File: config.mk
export PLATFORM = sky130hd
export DESIGN_NAME = boot_loader
export DESIGN_NICKNAME = d
export VERILOG_FILES = /design/src/rtl/boot_loader.sv
export SDC_FILE = /design/constraint.sdc
export NUM_CORES = 1
export LEC_CHECK = 0
export CELL_PAD_IN_SITES_DETAIL_PLACEMENT = 1
export CELL_PAD_IN_SITES_GLOBAL_PLACEMENT = 1
export CORE_AREA = 3 3 126 80
export DETAILED_ROUTE_END_ITERATION = 12
export DIE_AREA = 0 0 129 83
export DONT_BUFFER_PORTS = 1
export PLACE_DENSITY_LB_ADDON = 0.1
export SLEW_MARGIN = 20
export SYNTH_ARGS = -nofsm -noshare
export SYNTH_HDL_FRONTEND = slang
export SYNTH_SLANG_ARGS = --single-unit
File: constraint.sdc
create_clock -name clk -period 5.7 [get_ports clk]
set_input_delay 0.285 -clock clk [delete_from_list [all_inputs] [get_ports clk]]
set_output_delay 0.285 -clock clk [all_outputs]
set_load 0.01 [all_outputs]
File: src/rtl/boot_loader.sv
// -----------------------------------------------------------------------------
// boot_loader
//
// Receives a boot image as a byte stream and writes it into instruction
// memory one 32-bit word at a time. The CPU is held in reset until the
// image has loaded and its checksum has matched.
//
// Image format:
//   - N: 16-bit word count, little-endian.
//   - 4*N payload bytes. Each word is little-endian.
//   - 1 checksum byte. It is the XOR of all payload bytes.
//
// Ports:
//   clk          clock; all state changes on its rising edge
//   rst          synchronous, active-high reset
//   rx_data      incoming image byte
//   rx_valid     rx_data holds a byte
//   rx_ready     block will accept a byte (byte consumed when valid & ready)
//   imem_waddr   instruction-memory word address
//   imem_wdata   instruction word to write
//   imem_wren    single-cycle instruction-memory write strobe
//   cpu_rst      holds the CPU in reset while high
//   done         image loaded and checksum matched
//   err          image rejected (oversize or checksum mismatch)
// -----------------------------------------------------------------------------
module boot_loader #(
  parameter int AWIDTH = 8
) (
  input  logic              clk,
  input  logic              rst,
  input  logic [7:0]        rx_data,
  input  logic              rx_valid,
  output logic              rx_ready,
  output logic [AWIDTH-1:0] imem_waddr,
  output logic [31:0]       imem_wdata,
  output logic              imem_wren,
  output logic              cpu_rst,
  output logic              done,
  output logic              err
);

  typedef enum logic [2:0] {
    HDR0 = 3'd0,
    HDR1 = 3'd1,
    DATA = 3'd2,
    CSUM = 3'd3,
    DONE = 3'd4,
    ERR  = 3'd5
  } state_t;

  // Largest legal word count is 2^AWIDTH. The comparison is done at
  // 17 bits so that AWIDTH = 16 still fits.
  localparam logic [16:0] MAX_WORDS = 17'd1 << AWIDTH;

  state_t              state_q, state_d;
  logic [15:0]         n_q, n_d;
  logic [1:0]          lane_q, lane_d;
  logic [AWIDTH-1:0]   word_q, word_d;
  logic [23:0]         buf_q, buf_d;      // bytes 0..2 of the word being built
  logic [7:0]          xor_q, xor_d;
  logic                wren_q, wren_d;
  logic [AWIDTH-1:0]   waddr_q, waddr_d;
  logic [31:0]         wdata_q, wdata_d;
  logic                cpu_rst_q, cpu_rst_d;
  logic                done_q, done_d;
  logic                err_q, err_d;

  logic                accept;
  logic [15:0]         n_full;
  logic                last_word;

  // The reset term keeps the handshake closed while rst is asserted.
  // As a result, no byte is consumed on a reset edge.
  assign rx_ready = !rst && (state_q == HDR0 || state_q == HDR1 ||
                             state_q == DATA || state_q == CSUM);
  assign accept   = rx_valid && rx_ready;

  // Word count as it stands once the high header byte arrives.
  assign n_full    = {rx_data, n_q[7:0]};
  assign last_word = (16'(word_q) == (n_q - 16'd1));

  always_comb begin
    state_d   = state_q;
    n_d       = n_q;
    lane_d    = lane_q;
    word_d    = word_q;
    buf_d     = buf_q;
    xor_d     = xor_q;
    wren_d    = 1'b0;
    waddr_d   = waddr_q;
    wdata_d   = wdata_q;

    case (state_q)
      HDR0: begin
        // Start every image from a clean accumulator and counters.
        xor_d  = 8'h00;
        lane_d = 2'd0;
        word_d = '0;
        if (accept) begin
          n_d     = {8'h00, rx_data};
          state_d = HDR1;
        end
      end

      HDR1: begin
        if (accept) begin
          n_d = n_full;
          if ({1'b0, n_full} > MAX_WORDS) begin
            state_d = ERR;
          end else if (n_full == 16'd0) begin
            state_d = CSUM;
          end else begin
            state_d = DATA;
          end
        end
      end

      DATA: begin
        if (accept) begin
          xor_d  = xor_q ^ rx_data;
          lane_d = lane_q + 2'd1;
          case (lane_q)
            2'd0: buf_d[7:0]   = rx_data;
            2'd1: buf_d[15:8]  = rx_data;
            2'd2: buf_d[23:16] = rx_data;
            default: begin
              wren_d  = 1'b1;
              waddr_d = word_q;
              wdata_d = {rx_data, buf_q};
              // The word counter may wrap after the last word of a full-size
              // image. That is harmless because the FSM leaves DATA here.
              word_d  = word_q + 1'b1;
              if (last_word) begin
                state_d = CSUM;
              end
            end
          endcase
        end
      end

      CSUM: begin
        if (accept) begin
          state_d = (rx_data == xor_q) ? DONE : ERR;
        end
      end

      default: begin
        // DONE and ERR are terminal until reset.
      end
    endcase

    // The status flags change on the same edge as the state transition.
    // They are therefore visible in the cycle after the deciding byte.
    done_d    = (state_d == DONE);
    err_d     = (state_d == ERR);
    cpu_rst_d = (state_d != DONE);
  end

  always_ff @(posedge clk) begin
    if (rst) begin
      state_q   <= HDR0;
      n_q       <= 16'h0000;
      lane_q    <= 2'd0;
      word_q    <= '0;
      buf_q     <= 24'h000000;
      xor_q     <= 8'h00;
      wren_q    <= 1'b0;
      waddr_q   <= '0;
      wdata_q   <= 32'h00000000;
      cpu_rst_q <= 1'b1;
      done_q    <= 1'b0;
      err_q     <= 1'b0;
    end else begin
      state_q   <= state_d;
      n_q       <= n_d;
      lane_q    <= lane_d;
      word_q    <= word_d;
      buf_q     <= buf_d;
      xor_q     <= xor_d;
      wren_q    <= wren_d;
      waddr_q   <= waddr_d;
      wdata_q   <= wdata_d;
      cpu_rst_q <= cpu_rst_d;
      done_q    <= done_d;
      err_q     <= err_d;
    end
  end

  assign imem_wren  = wren_q;
  assign imem_waddr = waddr_q;
  assign imem_wdata = wdata_q;
  assign cpu_rst    = cpu_rst_q;
  assign done       = done_q;
  assign err        = err_q;

endmodule

==> results of run 1 <==
-- timing repair --
item / CTS / global route
hold endpoints to repair: 0 / 2
hold buffers: 0 / 1
buffers inserted: 0 / 0
-- worst paths after layout --
path | startpoint | endpoint | slack, ps | cells after the start
max reg2reg | state_q[1] | state_q[0] | 3320 | 6
min reg2reg | buf_q[13] | imem_wdata[13] | 450 | 2
max | state_q[1] | state_q[0] | 3320 | 6
min | rst | imem_wdata[25] | 20 | 1
-- report_power, final --
part / switching, uW / leakage (uW) / internal [uW]
sequential: 8.76 / 0.000847 / 738
combinational: 47.0 / 0.000584 / 29.0
clock: 266 / 0.000172 / 452
-- registers in the layout (all words and copies together), names as in the netlist --
| register | cells |
|---|---|
| err | 1 |
| buf_q | 24 |
| done | 1 |
| imem_wren | 1 |
| word_q | 8 |
| cpu_rst | 1 |
| xor_q | 8 |
| n_q | 16 |
| lane_q | 2 |
| imem_wdata | 32 |
| state_q | 3 |
| imem_waddr | 8 |
-- layer usage --
metal,up-vias,GRT usage [%],share of wire (%)
met3,14,5.85,6.3
met4,0,5.62,1.1
met2,95,36.9,45
met1,1955,35.1,48
li1,1895,-,-
met5,-,0,0
-- stage by stage --
step	utilization, %	instances	hold WS (ps)	area, sq um
global route	53.5	670	5.68	4810
CTS	53.4	669	8.19	4800
finish	53.5	670	16.5	4810
floorplan	-	580	432	4460
detailed placement	49.5	654	367	4450
global placement	49.5	654	363	4450
-- worst max-delay path, stage by stage, from the launching register on --
cell	delay (ps)
sky130_fd_sc_hd__dfxtp_1	750
sky130_fd_sc_hd__nand4_1	240
sky130_fd_sc_hd__clkinv_1	80
sky130_fd_sc_hd__buf_4	410
sky130_fd_sc_hd__nand4_1	120
sky130_fd_sc_hd__or4_1	420
sky130_fd_sc_hd__o32ai_1	260
-- cell families (layout without fill, tap and decap cells) --
kind of cell	Yosys count	in the layout	share of synthesized area [%]
mux	1	1	0.224
xor+xnor	28	28	5.50
buf+inv	52	26	4.63
flops	105	105	47.1
simple gates	263	263	26.2
compound gates	125	125	14.6
fa+ha+maj	6	6	1.68
-- layout by cell type (no fill, tap or decap), types with 4 or more instances in the layout --
cell                          n
sky130_fd_sc_hd__nand2_1    149
sky130_fd_sc_hd__a21oi_1    106
sky130_fd_sc_hd__dfxtp_1    105
sky130_fd_sc_hd__nand3_1     37
sky130_fd_sc_hd__nor2_1      31
sky130_fd_sc_hd__xor2_1      19
sky130_fd_sc_hd__nor3_1      12
sky130_fd_sc_hd__o21ai_0     11
sky130_fd_sc_hd__nand4_1      9
sky130_fd_sc_hd__xnor2_1      9
sky130_fd_sc_hd__clkbuf_16    9
sky130_fd_sc_hd__inv_1        6
sky130_fd_sc_hd__nor4_1       6
sky130_fd_sc_hd__ha_1         6
sky130_fd_sc_hd__nand3b_1     4
-- area by class of cell --
| class | instances | area (sq um) |
|---|---|---|
| timing repair buffer | 4 | 32.5 |
| inverter | 7 | 26.3 |
| clock inverter | 4 | 98.8 |
| sequential | 105 | 2100 |
| fill | 1108 | 4180 |
| tap | 116 | 145 |
| multi-input combinational | 423 | 2150 |
| clock buffer | 11 | 253 |
==> metrics.txt, run 1 <==
mapped cell area=0.00446 sq mm; final hold violation count=0; most frequent cell after synthesis=sky130_fd_sc_hd__nand2_1; floorplan die height=83 um; Post-Synthesis Net Count=597; Setup WS post-layout=3320 ps; overall track demand over capacity in global routing=24.4%; signed area change from the synthesized netlist to the final layout=7.88%; total via count in the routed design=3959; horizontal extent of the die=129 um; nature of the critical path startpoint=register; Syn Inst Count=580; number of DRC markers after the initial detailed-route iteration=328; antenna violations before repair=0; synth warn=0; Antenna Cells=0; share of the synthesized area in the top cell type=47.1%; weighted congestion reported at the end of routability-driven placement=0.803; critical path capture point type=register; share of flip-flops with an asynchronous set or reset=0%; RSZ-0062 raised after global routing=false; worst clock skew=6.08 ps; Root Driver=sky130_fd_sc_hd__clkbuf_16; overall power of the completed layout=1540 uW; class of the worst hold path=in2reg; endpoint required time on the critical path=5950 ps; most instantiated cells after synthesis=sky130_fd_sc_hd__nand2_1, sky130_fd_sc_hd__a21oi_1, sky130_fd_sc_hd__dfxtp_1, sky130_fd_sc_hd__clkbuf_1, sky130_fd_sc_hd__nand3_1; largest cells by area after synthesis=sky130_fd_sc_hd__dfxtp_1, sky130_fd_sc_hd__nand2_1, sky130_fd_sc_hd__a21oi_1, sky130_fd_sc_hd__nand3_1, sky130_fd_sc_hd__xor2_1; Boundary Pins=56; sequential-to-total area share from yosys stat=47.1%; Skew-Pair Late Insertion Delay=340 ps; GR Overflow Total=0; Max H-tree Level=3; worst IR drop on VDD=0.000155 V; status=completed; dominant cell type by area after synthesis=sky130_fd_sc_hd__dfxtp_1; setup tns final=0 ps; CTS tree=done; placeable core region=0.00899 sq mm; number of failing setup endpoints in the final timing report=0; clock-pin slew reported for the worst setup and hold paths after clock tree synthesis=70 ps; hpwl dp=8480 um; via count of the first global-routing pass=4013; EDFF count, synth=0; Worst EP arrival=2630 ps; wire length of the first global-routing pass=20900 um; min cycle time layout=2380 ps; achievable frequency=0.421 GHz; largest net degree at the start of global routing=101; starting density of the core=49.6%; maximum net fanout on the critical path=44; ratio of routed vias to standard cells=5.91; count of different cell masters after synthesis=37; Resized Gates After CTS=0; post-synthesis register bit count=105; wire length reported by the detailed router=12800 um; clk sink count=105; number of detailed-route iterations in the first pass=4; actual transition at the worst max-transition pin=776 ps; prevailing post-synth register cell=sky130_fd_sc_hd__dfxtp_1; crit path kind=reg2reg; Die Footprint=0.0107 sq mm; average footprint of a synthesized cell=7.69 sq um; leakage power total=0.00160 uW; proportion of layout cells with a drive suffix above 1=4.15%; WL/cell=19.1 um; Final #Nets=567; DRC Markers=0; number of pins exceeding their max-slew limit in the final report=0; clk buf depth=2; TritonCTS buffer count=9; row count=27; share of the clock period used by the worst path=41.7%; total of buffers placed on input and output ports=0; minimum setup slack after placement=3320 ps; Routed Antenna Nets=0; max-cap violation count=0; power per standard cell area=320 mW/mm^2; relative slew slack=48.1%
(Power assumes the default switching activity.)
==> run 2, diff against run 1 <==
--- a/config.mk
+++ b/config.mk
@@ -5,11 +5,12 @@
 export SDC_FILE = /design/constraint.sdc
 export NUM_CORES = 1
 export LEC_CHECK = 0
+export ABC_AREA = 1
 export CELL_PAD_IN_SITES_DETAIL_PLACEMENT = 1
 export CELL_PAD_IN_SITES_GLOBAL_PLACEMENT = 1
-export CORE_AREA = 3 3 126 80
+export CORE_AREA = 3 3 142 89
 export DETAILED_ROUTE_END_ITERATION = 12
-export DIE_AREA = 0 0 129 83
+export DIE_AREA = 0 0 145 92
 export DONT_BUFFER_PORTS = 1
 export PLACE_DENSITY_LB_ADDON = 0.1
 export SLEW_MARGIN = 20
==> constraint.sdc (replaced) <==
create_clock -name clk -period 2.1 [get_ports clk]
set_input_delay 0.105 -clock clk [delete_from_list [all_inputs] [get_ports clk]]
set_output_delay 0.105 -clock clk [all_outputs]
set_load 0.01 [all_outputs]
==> run 2 against run 1 <==
  * Register-to-register slack got worse by 3100 ps
  * First-iteration DRC count decreased by 33%
  * Largest power group unchanged
  * Sequential cell count unchanged
  * Largest cell class unchanged
  * Die area increased by 25%
  * Count of clock-buffer cells in the layout decreased by 2
==> metrics.txt, run 2 <==
wire length of the first global-routing pass=23600 um (+13%); number of failing setup endpoints in the final timing report=0 (unchanged); Net Switching=1180 uW (+270%); min cycle time layout=1900 ps (-473 ps); row count=30 (+11%); signed area change from the synthesized netlist to the final layout=12.2%; most frequent cell after synthesis=sky130_fd_sc_hd__nand2_1; via count of the first global-routing pass=4398 (+9.6%); EDFF count, synth=0 (unchanged); prevailing post-synth register cell=sky130_fd_sc_hd__dfxtp_1; number of pins exceeding their max-slew limit in the final report=0 (unchanged); status=completed; Boundary Pins=56 (unchanged); DRC Markers=0 (unchanged); total via count in the routed design=4282 (+8.2%); worst clock skew=10.7 ps (+4.63 ps); most instantiated cells after synthesis=sky130_fd_sc_hd__nand2_1, sky130_fd_sc_hd__nor2_1, sky130_fd_sc_hd__dfxtp_1, sky130_fd_sc_hd__a21oi_1; number of detailed-route iterations in the first pass=4 (unchanged); setup tns final=0 ps (unchanged); maximum net fanout on the critical path=28 (-36%); share of the synthesized area in the top cell type=45.4% (-1.7 points); ratio of routed vias to standard cells=5.26 (-11%); weighted congestion reported at the end of routability-driven placement=0.847 (+5.4%); commonest non-fill, non-tap cell in the layout=sky130_fd_sc_hd__nand2_1; share of power burned in registers=49.1% (+0.6 points); Syn Inst Count=655 (+13%); max-cap violation count=0 (unchanged); share of flip-flops with an asynchronous set or reset=0% (unchanged); critical path capture point type=register; number of flip-flops in the largest register=32 (unchanged); endpoint required time on the critical path=2340 ps (-3610 ps); nature of the critical path startpoint=register; worst hold start=rst; Worst EP arrival=2140 ps (-490 ps); clock-pin slew reported for the worst setup and hold paths after clock tree synthesis=70 ps (about the same); antenna violations before repair=1 (+1); CTS tree=done; relative slew slack=67.1% (+19 points); horizontal extent of the die=145 um (+12%); share of total power in combinational logic=12.7% (+7.8 points); Setup WS post-layout=196 ps (-3130 ps); post-synthesis register bit count=105 (unchanged); leakage power total=0.00215 uW (+34%); Filler cells=1444 (+30%); achievable frequency=0.525 GHz (+25%); power per standard cell area=807 mW/mm^2 (+150%); proportion of layout cells with a drive suffix above 1=8.10% (+4.0 points); overall track demand over capacity in global routing=22.3% (-2.1 points); RSZ-0062 raised after global routing=false; crit path kind=reg2reg; placeable core region=0.0113 sq mm (+26%); area after detailed placement=0.00479 sq mm (+7.6%); minimum setup slack after placement=50.4 ps (-3270 ps); actual transition at the worst max-transition pin=492 ps (-284 ps); TritonCTS buffer count=9 (unchanged); r2r startpoint=state_q[2]; WL/cell=17.7 um (-7.3%); average footprint of a synthesized cell=7.07 sq um (-8.1%); sequential-to-total area share from yosys stat=45.4% (-1.7 points); internal power=3010 uW (+150%); Die Footprint=0.0133 sq mm (+25%); Final #Nets=667 (+18%); clk buf depth=2 (unchanged); Hold Slack=8.49 ps (-7.98 ps); Skew-Pair Late Insertion Delay=350 ps (about the same); fin area=0.00519 sq mm (+8.0%); part of the total power dissipated in the clock network=38.2% (-8.4 points); largest cells by area after synthesis=sky130_fd_sc_hd__dfxtp_1, sky130_fd_sc_hd__nand2_1, sky130_fd_sc_hd__nor2_1, sky130_fd_sc_hd__a21oi_1, sky130_fd_sc_hd__nand3_1; class of the worst hold path=in2reg; Antenna Cells=0 (unchanged); wire length reported by the detailed router=14400 um (+13%); Max H-tree Level=3 (unchanged); number of DRC markers after the initial detailed-route iteration=221 (-33%); share of the clock period used by the worst path=90.7% (+49 points); floorplan die height=92 um (+11%); Routed Antenna Nets=0 (unchanged); dominant cell type by area after synthesis=sky130_fd_sc_hd__dfxtp_1; final hold violation count=0 (unchanged); hpwl dp=9840 um (+16%); total of buffers placed on input and output ports=0 (unchanged); count of different cell masters after synthesis=30 (-19%); GR Overflow Total=0 (unchanged); Root Driver=sky130_fd_sc_hd__clkbuf_16; mapped cell area=0.00463 sq mm (+3.8%); most frequent cells in the layout=sky130_fd_sc_hd__nand2_1, sky130_fd_sc_hd__nor2_1, sky130_fd_sc_hd__dfxtp_1; worst IR drop on VDD=0.000393 V (+150%); synth warn=0 (unchanged); clk sink count=105 (unchanged); Post-Synthesis Net Count=672 (+13%); largest net degree at the start of global routing=44 (-56%); Switching Fraction=28.2% (+7.3 points); Worst setup startpoint=state_q[2]; starting density of the core=41.0% (-8.7 points); post-CTS repair timing setup buffer count=0 (unchanged)
-- run 2: worst max-delay path: stages (launching register included) --
cell	delay [ps]
sky130_fd_sc_hd__dfxtp_1	370
sky130_fd_sc_hd__nor2_2	150
sky130_fd_sc_hd__nand2_2	150
sky130_fd_sc_hd__nor2_1	230
sky130_fd_sc_hd__buf_4	350
sky130_fd_sc_hd__nor2_4	110
sky130_fd_sc_hd__inv_2	180
sky130_fd_sc_hd__o21ai_0	130
sky130_fd_sc_hd__o211a_1	130
-- run 2: cells by family after synthesis --
family	Yosys count	synth area share, %
AO/OA/AOI/OAI	129	14.9
adder cells (fa/ha/maj)	6	1.62
flip-flops	105	45.4
buffers and inverters	84	7.08
AND/OR/NAND/NOR	321	29.1
XOR/XNOR	10	1.89
-- run 2: worst paths after layout --
| path | endpoint | slack (ps) | cells after the start |
|---|---|---|---|
| worst min-delay path | word_q[6] | 8 | 3 |
| worst max-delay path | xor_q[1] | 200 | 8 |
| worst max register to register | xor_q[1] | 200 | 8 |
| worst min register to register | buf_q[11] | 470 | 2 |
-- run 2: what timing repair did --
item	in CTS	in global routing
endpoints found under the hold margin	57	0
hold buffers	9	0
endpoints found under the setup margin	0	5
gates resized for setup	0	11
-- run 2: cell type report --
type	count	area [sq um]	area share [%]
tap	160	200	3.85
sequential	105	2100	40.5
timing repair buffer	19	200	3.85
clock inverter	6	51.3	0.987
multi-input combinational	466	2230	42.9
inverter	49	184	3.54
clock buffer	9	225	4.34
-- run 2: routing by layer --
| metal | share of wire [%] | vias up | GRT usage, % |
|---|---|---|---|
| met2 | 42 | 100 | 33.6 |
| met1 | 50 | 2071 | 32.1 |
| met4 | 0.92 | 0 | 6.56 |
| met5 | 0 | - | 0 |
| li1 | - | 2099 | - |
| met3 | 7.1 | 12 | 4.74 |
-- run 2: power groups by stage --
stage / clock network [uW] / logic [uW] / registers, uW
2_1_floorplan: 0 / 370 / 2090
3_3_place_gp: 0 / 438 / 2100
3_5_place_dp: 0 / 458 / 2100
4_1_cts: 1640 / 516 / 2060
5_1_grt: 1730 / 602 / 2060
6_report: 1600 / 531 / 2060
-- run 2: per-stage QoR --
step                      power (uW)  std cells  utilization, %
after floorplan                 2460        655               -
after global placement          2540        790            42.4
after detailed placement        2560        790            42.4
after CTS                       4210        814            45.7
after global routing            4390        814            46.0
final                           4190        814            46.0
==> run 3, diff against run 2 <==
--- a/config.mk
+++ b/config.mk
@@ -12,6 +12,7 @@
 export DETAILED_ROUTE_END_ITERATION = 12
 export DIE_AREA = 0 0 145 92
 export DONT_BUFFER_PORTS = 1
+export HOLD_SLACK_MARGIN = 0.02
 export PLACE_DENSITY_LB_ADDON = 0.1
 export SLEW_MARGIN = 20
 export SYNTH_ARGS = -nofsm -noshare
==> run 3 against run 2 <==
  * Clock skew is 0.52 ps lower
  * Global-route usage hardly changed
  * Maximum frequency is 0.48% higher
  * Design area stayed put
  * Clock power hardly changed
  * Sequential power hardly changed
  * Via count is 0.42% lower
  * Critical path type unchanged
  * Highest routed layer unchanged
==> metrics.txt, run 3 (same netlist as run 2, synthesis figures left out) <==
WL/cell=17.7 um (+0.14%); power per standard cell area=806 mW/mm^2 (about the same); RSZ-0062 raised after global routing=false; antenna violations before repair=1 (unchanged); clk sink count=105 (unchanged); max-cap violation count=0 (unchanged); relative slew slack=66.4% (-0.70 points); class of the worst hold path=in2reg; share of total power in combinational logic=12.7% (about the same); achievable frequency=0.528 GHz (+0.48%); actual transition at the worst max-transition pin=503 ps (+10.5 ps); overall track demand over capacity in global routing=22.3% (about the same); Root Driver=sky130_fd_sc_hd__clkbuf_16; wire length reported by the detailed router=14400 um (+0.14%); Die Footprint=0.0133 sq mm (unchanged); hpwl dp=9840 um (unchanged); Max H-tree Level=3 (unchanged); signed area change from the synthesized netlist to the final layout=12.2% (unchanged); setup tns final=0 ps (unchanged); CTS tree=done; part of the total power dissipated in the clock network=38.2% (about the same); Boundary Pins=56 (unchanged); dpl cells=790 (unchanged); Skew-Pair Late Insertion Delay=350 ps (about the same); DRC Markers=0 (unchanged); weighted congestion reported at the end of routability-driven placement=0.847 (unchanged); share of the clock period used by the worst path=90.2% (-0.43 points); total of buffers placed on input and output ports=0 (unchanged); row count=30 (unchanged); slowest cell on the critical path=sky130_fd_sc_hd__dfxtp_1; critical path capture point type=register; non-filler instance count after layout=814 (unchanged); maximum cell stage delay along the critical path=370 ps (about the same); clk buf depth=2 (unchanged); nature of the critical path startpoint=register; r2r startpoint=state_q[2]; Filler cells=1444 (unchanged); share of power burned in registers=49.1% (about the same); Net Switching=1180 uW (-0.17%); worst hold start=rx_data[0]; Final #Nets=667 (unchanged); worst min-delay path endpoint=imem_wdata[24]; starting density of the core=41.0% (unchanged); endpoint of the worst-slack reg-to-reg timing path=xor_q[1]; Switching Fraction=28.1% (-0.034 points); Routed Antenna Nets=0 (unchanged); proportion of layout cells with a drive suffix above 1=8.10% (unchanged); minimum setup slack after placement=50.4 ps (unchanged); number of DRC markers after the initial detailed-route iteration=195 (-12%); number of flip-flops in the largest register=32 (unchanged); most frequent cells in the layout=sky130_fd_sc_hd__nand2_1, sky130_fd_sc_hd__nor2_1, sky130_fd_sc_hd__dfxtp_1; largest net degree at the start of global routing=44 (unchanged); Antenna Cells=0 (unchanged); Setup WS post-layout=205 ps (+9.03 ps); wire length of the first global-routing pass=23600 um (about the same); Worst Hold Path Cells=2 (-1); via count of the first global-routing pass=4401 (+0.068%); cells along the critical path=nor2_2 > nand2_2 > nor2_1 > buf_4 > nor2_4 > inv_2 > o21ai_0 > o211a_1; Worst EP arrival=2130 ps (about the same); TritonCTS buffer count=9 (unchanged); maximum net fanout on the critical path=28 (unchanged); placeable core region=0.0113 sq mm (unchanged); total via count in the routed design=4264 (-0.42%); GR Overflow Total=0 (unchanged); ratio of routed vias to standard cells=5.24 (-0.42%); status=completed; worst IR drop on VDD=0.000394 V (+0.19%); number of pins exceeding their max-slew limit in the final report=0 (unchanged); worst clock skew=10.2 ps (-0.525 ps); clock-pin slew reported for the worst setup and hold paths after clock tree synthesis=70 ps (about the same); horizontal extent of the die=145 um (unchanged); crit path kind=reg2reg; min cycle time layout=1900 ps (-9.03 ps); share of the core filled with cells=46.0% (unchanged); Hold Slack=70.6 ps (+62.1 ps); commonest non-fill, non-tap cell in the layout=sky130_fd_sc_hd__nand2_1; Reg2Reg Setup Slack=210 ps (about the same); floorplan die height=92 um (unchanged); final hold violation count=0 (unchanged); number of failing setup endpoints in the final timing report=0 (unchanged); endpoint required time on the critical path=2340 ps (about the same); number of detailed-route iterations in the first pass=4 (unchanged); worst reg-to-reg path cell count=8 (unchanged); internal power=3010 uW (about the same); leakage power total=0.00215 uW (unchanged)
## run 3: final cells by class
type	count	area, sq um	share of cell area, %
multi-input combinational	466	2230	42.9
inverter	49	184	3.54
timing repair buffer	19	200	3.85
clock buffer	9	225	4.34
clock inverter	6	51.3	0.987
sequential	105	2100	40.5
tap	160	200	3.85
## run 3: metrics by stage
stage	power [uW]	instance area [sq um]
5_1_grt	4390	5190
3_3_place_gp	2540	4790
3_5_place_dp	2560	4790
2_1_floorplan	2460	4630
6_report	4190	5190
4_1_cts	4210	5170
## run 3: power by group through the flow
stage	sequential [uW]	clock, uW	combinational, uW
CTS	2060	1640	516
floorplan	2090	0	370
finish	2060	1600	530
detailed placement	2100	0	458
global route	2060	1730	603
global placement	2100	0	438
## run 3: what timing repair did
action | CTS | global route
setup endpoints to repair | 0 | 5
gates resized for setup | 0 | 11
hold buffers | 9 | 0
endpoints found under the hold margin | 61 | 0
buffers inserted | 0 | 0
## run 3: worst max path at each step
stage,cells past startpoint,to,slack (ps),startpoint
after global placement,12,err,170,n_q[0]
final,8,xor_q[1],210,state_q[2]
after detailed placement,12,err,50,n_q[0]
after floorplan,12,state_q[0],400,n_q[0]
after global routing,14,state_q[0],8,n_q[0]
after CTS,12,state_q[0],30,n_q[0]
## run 3: routing by layer
layer	global-route usage (%)	part of all wire, %	vias up
li1	-	-	2096
met1	32.1	49	2047
met2	33.6	42	111
met3	4.84	7.7	10
met4	6.72	0.89	0
met5	0	0	-
## run 3: worst max-delay path, delay by kind of cell, from the launching register on
kind            cells  cell delay (ps)
compound gates      2              260
buf+inv             2              530
flops               1              370
simple gates        4              630
